$ cat src/rtl/mem_arbiter.sv
// mem_arbiter: shares the single-port unified Memory between instruction fetch (port 0)
// and load/store (port 1). Define MEM_ARB_RR_EN for round-robin tie-breaking.
module mem_arbiter #(
    parameter int AW          = 6,
    parameter int DW          = 32,
    parameter int WAIT_STATES = 0
) (
    input  logic          clk,
    input  logic          rst_n,
    input  logic          req0,
    input  logic          we0,
    input  logic [AW-1:0] addr0,
    input  logic [DW-1:0] wdata0,
    output logic          ack0,
    output logic [DW-1:0] rdata0,
    input  logic          req1,
    input  logic          we1,
    input  logic [AW-1:0] addr1,
    input  logic [DW-1:0] wdata1,
    output logic          ack1,
    output logic [DW-1:0] rdata1,
    output logic          mem_we,
    output logic [AW-1:0] mem_a,
    output logic [DW-1:0] mem_wd,
    input  logic [DW-1:0] mem_rd
);
    localparam logic [1:0] IDLE   = 2'd0;
    localparam logic [1:0] ACCESS = 2'd1;
    localparam logic [1:0] DONE   = 2'd2;
    localparam logic [3:0] CNT_INIT = 4'(WAIT_STATES);

    logic [1:0] state;
    logic [3:0] cnt;
    logic       grant;
    logic       lat_we;
    logic       last_grant;
    logic       win;
    logic       last_cycle;

    always_comb begin
        win = req1;
        if (req0 && req1) begin
`ifdef MEM_ARB_RR_EN
            win = ~last_grant;
`else
            win = 1'b1;
`endif
        end
    end

`ifndef MEM_ARB_RR_EN
    // last_grant is tracked in both builds but only steers ties in round-robin mode
    logic unused_last_grant;
    assign unused_last_grant = last_grant;
`endif

    // write strobe is decoded from state so an async reset removes it at once
    assign last_cycle = (state == ACCESS) && (cnt == '0);
    assign mem_we     = last_cycle && lat_we;

    always_ff @(posedge clk or negedge rst_n) begin
        if (!rst_n) begin
            state      <= IDLE;
            cnt        <= '0;
            grant      <= 1'b0;
            lat_we     <= 1'b0;
            last_grant <= 1'b1;
            mem_a      <= '0;
            mem_wd     <= '0;
            ack0       <= 1'b0;
            ack1       <= 1'b0;
            rdata0     <= '0;
            rdata1     <= '0;
        end else begin
            ack0 <= 1'b0;
            ack1 <= 1'b0;
            case (state)
                IDLE: begin
                    if (req0 || req1) begin
                        grant      <= win;
                        last_grant <= win;
                        lat_we     <= win ? we1 : we0;
                        mem_a      <= win ? addr1 : addr0;
                        mem_wd     <= win ? wdata1 : wdata0;
                        cnt        <= CNT_INIT;
                        state      <= ACCESS;
                    end
                end
                ACCESS: begin
                    if (cnt != '0) begin
                        cnt <= cnt - 4'd1;
                    end else begin
                        if (!lat_we) begin
                            if (grant) rdata1 <= mem_rd;
                            else       rdata0 <= mem_rd;
                        end
                        ack0  <= ~grant;
                        ack1  <= grant;
                        state <= DONE;
                    end
                end
                DONE:    state <= IDLE;
                default: state <= IDLE;
            endcase
        end
    end
endmodule

$ cat config.mk
export PLATFORM = sky130hd
export DESIGN_NAME = mem_arbiter
export DESIGN_NICKNAME = d
export VERILOG_FILES = /design/src/rtl/mem_arbiter.sv
export SDC_FILE = /design/constraint.sdc
export NUM_CORES = 1
export LEC_CHECK = 0
export ABC_AREA = 1
export CAP_MARGIN = 20
export CELL_PAD_IN_SITES_DETAIL_PLACEMENT = 0
export CELL_PAD_IN_SITES_GLOBAL_PLACEMENT = 2
export CORE_ASPECT_RATIO = 1.75
export CORE_MARGIN = 4
export CORE_UTILIZATION = 24
export CTS_CLUSTER_SIZE = 8
export DETAILED_ROUTE_END_ITERATION = 8
export PLACE_DENSITY_LB_ADDON = 0.1
export SETUP_SLACK_MARGIN = 0.2
export SLEW_MARGIN = 30
export SYNTH_ARGS = -nofsm -noshare
export SYNTH_HDL_FRONTEND = slang
export SYNTH_SLANG_ARGS = --single-unit
$ cat constraint.sdc
create_clock -name clk -period 3.6 [get_ports clk]
set_clock_uncertainty 0.2 [all_clocks]
set_input_delay 0.36 -clock clk [delete_from_list [all_inputs] [get_ports clk]]
set_output_delay 0.36 -clock clk [all_outputs]
set_load 0.01 [all_outputs]
==> impl_metrics.json, run 1 <==
{
  "status": "finished, final reports clean",
  "pwr-share-clk_pct": 16.0,
  "track_usage_pct": 14.1,
  "synthAdderAreaFrac_pct": 0.519,
  "power_switching_w": 0.00217,
  "cts.repair.resized": 0,
  "crit_path_start_kind": "register",
  "cp.required_ns": 3.04,
  "io_pins": 219,
  "setup_viol": 0,
  "viasPerCell": 4.13,
  "synth_cell_type_count": 18,
  "ys_ff_latch": 112,
  "start_util_pct": 24.4,
  "final_cell_mix": "nand2_1, clkdlybuf4s50_1, dfrtp_1",
  "intPower_w": 0.00380,
  "die_area_um2": 22500,
  "cts_tree": "done",
  "area_delta_synth_final_pct": 55.5,
  "synth.cell_area_um2": 4820,
  "p_seq_share_pct": 37.2,
  "syn_avg_cell_area_um2": 7.85,
  "cts_inserted_buffers": 9,
  "nets": 938,
  "r2r-end": "rdata0[23]",
  "drive_gt1_share_pct": 3.63,
  "vdd_ir_drop_max_uv": 372,
  "relSlewSlack_pct": 44.7,
  "route.vias.total": 4425,
  "cts_max_level": 3,
  "grt_pass1_vias": 4762,
  "fp.dieH_um": 195,
  "total_power_w": 0.00597,
  "routed_wl_um": 15500,
  "worst_pin_slew_ns": 0.829,
  "synth_top_family_by_area": "simple AND/OR/NAND/NOR gates",
  "grt_start_max_net_pins": 58,
  "synth-seq-area-share_pct": 58.2,
  "regToRegSetupSlack_ns": 1.33,
  "synth_cells": 614,
  "yosys.area_share.simple_pct": 36.5,
  "max_clock_freq_mhz": 380,
  "clockRootBuffer": "clkbuf_16",
  "switching_share_pct": 36.4,
  "regToRegStartpoint": "cnt[0]",
  "post_cts_buffers": 0,
  "core_area_um2": 19700,
  "finalInstanceArea_um2": 7490,
  "portBuffers": 218,
  "place_area_um2": 7210,
  "antenna_found_initial": 0,
  "grt_pass1_wl_um": 25000,
  "min_from": "mem_wd[10]",
  "diodes": 0,
  "die_x_um": 115,
  "min_to": "mem_wd[10]",
  "place_congestion": 0.787,
  "pwr-share-comb_pct": 46.9,
  "synth-compound-area-share_pct": 0.519,
  "drtIter0Drc": 190,
  "reg2regPathDepth": 7,
  "p_leak_nw": 3.75,
  "finalCritPeriodShare_pct": 73.1,
  "first_pass_iters": 4,
  "synthesis.nets": 730,
  "clockBufferDepth": 2,
  "cap_violations": 0,
  "synth_xor_area_share_pct": 0.182,
  "dpl.cell_count": 1055,
  "layout_commonest_cell": "nand2_1",
  "clk_pin_slew_ns": 0.07,
  "rows": 68,
  "clock_sinks": 112,
  "drcViolationCount": 0,
  "hold_violations": 0,
  "hold_class": "reg2reg",
  "min_path_cells": 2,
  "worstSkewPairLatency_ns": 0.35,
  "hold_buffers": 1,
  "period_minus_slack_ns": 2.63,
  "wl_per_cell_um": 14.5,
  "maxSlewViolCount": 0,
  "cp-end-kind": "output port",
  "place_hpwl_um": 11100,
  "path_class": "reg2out",
  "grt-ovfl-total": 0,
  "crit_fanout": 5,
  "yosysWarnings": 0,
  "crit_arrival_ns": 2.07,
  "rsz0062_at_grt": "false",
  "tns_ns": 0,
  "final_cell_count_no_fill": 1071,
  "yosys-mux-area-fraction_pct": 0,
  "power_density_nw_per_um2": 797,
  "postRouteAntennaNets": 0
}
==> final cells by class <==
| class | count | area (um2) |
|---|---|---|
| Clock inverter | 3 | 17.5 |
| Multi-Input combinational cell | 463 | 1820 |
| Timing Repair Buffer | 225 | 2250 |
| Sequential cell | 112 | 2800 |
| Tap cell | 245 | 307 |
| Fill cell | 2076 | 12200 |
| Inverter | 11 | 41.3 |
| Clock buffer | 12 | 256 |
==> kinds of logic after synthesis <==
family,Yosys count
buf+inv,39
compound gates,5
simple gates,455
flops,112
fa+ha+maj,2
xor+xnor,1
==> critical path, cell delays in order, from the launching register on <==
cell,delay (ns)
dfrtp_1,0.38
inv_1,0.13
ha_1,0.19
nand2_1,0.12
nor2_4,0.15
inv_1,0.09
nor2_1,0.09
clkdlybuf4s50_1,0.57
==> Yosys cell counts, drive strengths merged <==
library cell,number,area (um2)
nor3,2,32.5
o21ai,5,25.0
xnor2,1,8.76
dfrtp,112,2800
nand4,1,6.26
clkbuf,9,33.8
nor2,13,56.3
nand3,4,30.0
inv,11,41.3
nand2,435,1640
ha,2,25.0
buf,19,121
==> power by group through the flow <==
stage	clock (W)	sequential (W)	combinational (W)
detailed placement	0	0.00224	0.00288
floorplan	0	0.00245	0.00101
CTS	0.000998	0.00223	0.00288
global route	0.00104	0.00229	0.00312
global placement	0	0.00224	0.00285
finish	0.000953	0.00222	0.00280
==> how the worst max path moves through the flow <==
stage / start / end
2_1_floorplan: cnt[0] / mem_we
3_3_place_gp: req1 / lat_we
3_5_place_dp: req1 / cnt[2]
4_1_cts: cnt[0] / mem_we
5_1_grt: cnt[1] / mem_we
6_report: cnt[0] / mem_we
==> routing by layer <==
layer  GRT usage [%]  part of all wire [%]  up-vias
met5               0                     0        -
met3            4.00                   6.8        6
met4            4.31                  0.88        0
li1                -                     -     2253
met1            15.7                    39     2024
met2            25.7                    54      142
==> registers in the layout (all words and copies together), names as in the netlist <==
register / count
rdata1: 32
mem_wd: 32
state: 2
mem_a: 6
rdata0: 32
grant: 1
cnt: 4
lat_we: 1
ack1: 1
ack0: 1
==> metrics by stage <==
| stage | util, % | setup slack, ns | hold slack, ns |
|---|---|---|---|
| finish | 38.0 | 0.970 | 0.279 |
| detailed placement | 36.5 | 1.15 | 0.265 |
| CTS | 38.0 | 0.945 | 0.284 |
| global route | 38.0 | 0.825 | 0.289 |
| global placement | 36.5 | 0.932 | 0.262 |
| floorplan | - | 1.94 | -0.136 |
Power figures use the tool's default switching activity.
==> run 2: changes to the inputs <==
CORE_UTILIZATION = 22   (was 24)
clock period = 2.7 ns   (was 3.6 ns; I/O delays follow)
==> impl_metrics.json, run 2 (same netlist as run 1, synthesis figures left out) <==
{
  "status": "finished, final reports clean",
  "vdd_ir_drop_max_uv": 632,
  "worstSkewPairLatency_ns": 0.35,
  "area_delta_synth_final_pct": 57.4,
  "grt_start_max_net_pins": 50,
  "power_density_nw_per_um2": 1060,
  "place_hpwl_um": 11600,
  "start_util_pct": 22.4,
  "maxSlewViolCount": 0,
  "route.vias.total": 4458,
  "drtIter0Drc": 123,
  "final_cell_count_no_fill": 1122,
  "final_cell_mix": "nand2_1, clkdlybuf4s50_1, dfrtp_1",
  "rsz0062_at_grt": "false",
  "p_leak_nw": 3.77,
  "portBuffers": 218,
  "clockBufferDepth": 2,
  "clock_sinks": 112,
  "fillCellCount": 2297,
  "tns_ns": 0,
  "max_clock_freq_mhz": 441,
  "clockRootBuffer": "clkbuf_16",
  "grt_pass1_vias": 4779,
  "finalCritPeriodShare_pct": 83.9,
  "routed_wl_um": 16000,
  "place_congestion": 0.753,
  "drive_gt1_share_pct": 4.22,
  "viasPerCell": 3.97,
  "cts_inserted_buffers": 9,
  "worst_pin_slew_ns": 0.691,
  "crit_fanout": 5,
  "drcViolationCount": 0,
  "crit_arrival_ns": 1.80,
  "crit_path_start": "cnt[0]",
  "cts_tree": "done",
  "relSlewSlack_pct": 53.9,
  "wl_per_cell_um": 14.3,
  "cts_max_level": 3,
  "io_pins": 219,
  "nets": 941,
  "cp-end-kind": "output port",
  "core_area_um2": 21500,
  "grt-ovfl-total": 0,
  "cap_violations": 0,
  "period_minus_slack_ns": 2.27,
  "reg.largest.list": "mem_wd: 32 flops, rdata0: 32 flops, rdata1: 32 flops",
  "die_x_um": 120,
  "antenna_found_initial": 0,
  "rows": 71,
  "layout_commonest_cell": "nand2_1",
  "dpl.cell_count": 1105,
  "clk_pin_slew_ns": 0.07,
  "first_pass_iters": 4,
  "hold_class": "in2async",
  "cp.required_ns": 2.23,
  "regToRegStartpoint": "cnt[0]",
  "setup_viol": 0,
  "track_usage_pct": 13.2,
  "holdWs_ns": 0.179,
  "postRouteAntennaNets": 0,
  "crit_path_start_kind": "register",
  "die_area_um2": 24400,
  "grt_pass1_wl_um": 25300,
  "path_class": "reg2out",
  "fp.dieH_um": 204,
  "diodes": 0,
  "hold_violations": 0
}
run 2: what timing repair did:
action                                 CTS  global route
setup endpoints to repair                1             0
hold buffers                             1             0
endpoints found under the hold margin   25             0
gates resized for setup                  1             0
setup buffers                            0             0
run 2: metal layers:
metal / routed length, um / track usage (%)
met1: 6420 / 14.6
met3: 992 / 3.66
met2: 8400 / 24.4
met4: 198 / 3.81
met5: 0 / 0
run 2: final cells by class:
class | count | area (um2) | area share [%]
Clock buffer | 11 | 253 | 3.33
Timing Repair Buffer | 228 | 2270 | 29.9
Clock inverter | 5 | 31.3 | 0.412
Multi-Input combinational cell | 463 | 1820 | 24.0
Inverter | 11 | 41.3 | 0.544
Tap cell | 292 | 365 | 4.82
Sequential cell | 112 | 2800 | 37.0
run 2: final timing paths:
path	endpoint	slack [ns]	depth (start not counted)
max	mem_we	0.43	7
min	rdata1[2]	0.18	2
max reg2reg	rdata1[29]	0.84	7
min reg2reg	rdata0[10]	0.28	2
max in group asynchronous	rdata0[20]	1.27	3
min in group clk	rdata0[10]	0.28	2
run 2: stage by stage:
step	utilization [%]	worst slack, ns	cell area, um2	power (W)
6_report	35.3	0.433	7580	0.00801
3_5_place_dp	33.9	0.540	7290	0.00684
3_3_place_gp	33.9	0.528	7290	0.00681
2_1_floorplan	-	1.13	4820	0.00461
5_1_grt	35.3	0.281	7580	0.00865
4_1_cts	35.3	0.422	7580	0.00820
run 2: power by group:
part	switching [W]	total, W	internal [W]
clock network	0.000622	0.00130	0.000675
registers	0.000446	0.00293	0.00248
logic	0.00186	0.00378	0.00192
run 2: worst max-delay path, stage by stage, from the launching register on:
cell           delay, ns
dfrtp_1             0.38
inv_1               0.14
ha_1                0.19
nand2_1             0.12
nor2_4              0.15
inv_1               0.08
nor2_1              0.10
dlygate4sd2_1       0.30
==> run 3: changes to the inputs <==
CORE_UTILIZATION = 20   (was 22)
clock period = 2 ns   (was 2.7 ns; I/O delays follow)
==> impl_metrics.json, run 3 (same netlist as run 1, synthesis figures left out) <==
{
  "p_leak_nw": 3.81,
  "crit_path_start_kind": "register",
  "hold_violations": 0,
  "max_clock_freq_mhz": 551,
  "grt_pass1_wl_um": 27500,
  "clock_sinks": 112,
  "grt_start_max_net_pins": 64,
  "drtIter0Drc": 192,
  "vdd_ir_drop_max_uv": 492,
  "place_congestion": 0.734,
  "fillCellCount": 2515,
  "crit_fanout": 3,
  "cp_slowest_cell": "dfrtp_1",
  "drive_gt1_share_pct": 5.15,
  "postLayoutSetupSlackWorst_ns": 0.186,
  "layout_commonest_cell": "nand2_1",
  "nets": 949,
  "relSlewSlack_pct": 52.6,
  "postRouteAntennaNets": 0,
  "crit_arrival_ns": 1.41,
  "die_x_um": 125,
  "max_stage_delay_ns": 0.39,
  "hold_class": "in2async",
  "clockBufferDepth": 2,
  "diodes": 0,
  "viasPerCell": 4.00,
  "total_power_w": 0.0109,
  "wl_per_cell_um": 14.8,
  "die_area_um2": 26700,
  "rsz0062_at_grt": "true",
  "first_pass_iters": 4,
  "finalCritPeriodShare_pct": 90.7,
  "reg.largest.list": "mem_wd: 32 flops, rdata0: 32 flops, rdata1: 32 flops",
  "route.vias.total": 4557,
  "routed_wl_um": 16800,
  "worst_pin_slew_ns": 0.710,
  "fp.dieH_um": 213,
  "seq_area_um2": 2800,
  "drcViolationCount": 0,
  "start_util_pct": 20.5,
  "cts_inserted_buffers": 9,
  "cpLargestDelayFamily": "flip-flops",
  "path_class": "reg2out",
  "grt_pass1_vias": 4982,
  "area_delta_synth_final_pct": 59.5,
  "worstSkewPairLatency_ns": 0.36,
  "cts_tree": "done",
  "rows": 74,
  "track_usage_pct": 13.2,
  "clockRootBuffer": "clkbuf_16",
  "portBuffers": 218,
  "status": "finished, final reports clean",
  "crit_buf_inv": 3,
  "multiInputGateArea_um2": 1840,
  "pre_cts_ws_ns": -0.0643,
  "clk_pin_slew_ns": 0.07,
  "io_pins": 219,
  "cp-end-kind": "output port",
  "cap_violations": 0,
  "grt-ovfl-total": 0,
  "cts_max_level": 3,
  "maxSlewViolCount": 0,
  "core_area_um2": 23500,
  "period_minus_slack_ns": 1.81,
  "power_density_nw_per_um2": 1420,
  "place_hpwl_um": 11900,
  "tns_ns": 0,
  "final_cell_mix": "nand2_1, clkdlybuf4s50_1, dfrtp_1",
  "crit_chain": "inv_2 > ha_4 > nand2_2 > nor2_4 > inv_1 > nor2_1 > buf_2",
  "setup_viol": 0,
  "antenna_found_initial": 0,
  "cp.required_ns": 1.60
}
==> run 3: report_power, final <==
group / internal [W] / total [W] / switching [W]
Combinational: 0.00272 / 0.00530 / 0.00258
Clock: 0.000823 / 0.00165 / 0.000828
Sequential: 0.00336 / 0.00398 / 0.000625
==> run 3: stage by stage <==
step | util [%] | instance area (um2) | hold WS, ns | cells
floorplan | - | 4820 | -0.296 | 614
global placement | 31.5 | 7400 | 0.0354 | 1123
detailed placement | 31.5 | 7400 | 0.0316 | 1123
CTS | 32.6 | 7670 | 0.167 | 1138
global route | 32.7 | 7690 | 0.200 | 1139
finish | 32.7 | 7690 | 0.181 | 1139
==> run 3: timing repair <==
item | CTS | global route
pin swaps | 1 | 0
hold endpoints to repair | 112 | 0
setup endpoints to repair | 65 | 56
resized for setup | 9 | 3
setup buffers | 1 | 1
gates cloned | 0 | 0
hold buffers | 1 | 0
==> run 3: worst paths after layout <==
kind / slack (ns) / to / depth (start not counted) / from
setup / recovery: 0.19 / mem_we / 7 / cnt[0]
hold / removal: 0.18 / rdata1[18] / 3 / rst_n
setup reg to reg: 0.36 / rdata1[18] / 7 / cnt[0]
hold reg to reg: 0.28 / rdata1[28] / 2 / rdata1[28]
max in group asynchronous: 1.08 / rdata1[0] / 3 / rst_n
min in group clk: 0.20 / rdata1[29] / 3 / mem_rd[29]
==> run 3: cell type report <==
cell class | count | area share [%]
Timing Repair Buffer | 236 | 31.0
Sequential cell | 112 | 36.5
Multi-Input combinational cell | 463 | 23.9
Clock buffer | 11 | 3.03
Tap cell | 304 | 4.95
Clock inverter | 2 | 0.130
Inverter | 11 | 0.537
==> run 3: worst reg2reg max path: stages, from the launching register on <==
cell	delay, ns
dfrtp_1	0.39
inv_2	0.08
ha_4	0.13
nand3_1	0.18
nor3_4	0.21
buf_12	0.22
nand2_1	0.12
nand2_1	0.06
==> run 3: layer usage <==
| metal | up-vias | track usage (%) | wire length (um) |
|---|---|---|---|
| li1 | 2281 | - | - |
| met1 | 2108 | 14.4 | 6680 |
| met2 | 154 | 23.7 | 8700 |
| met3 | 14 | 4.09 | 1100 |
| met4 | 0 | 5.73 | 360 |
| met5 | - | 0 | 0 |
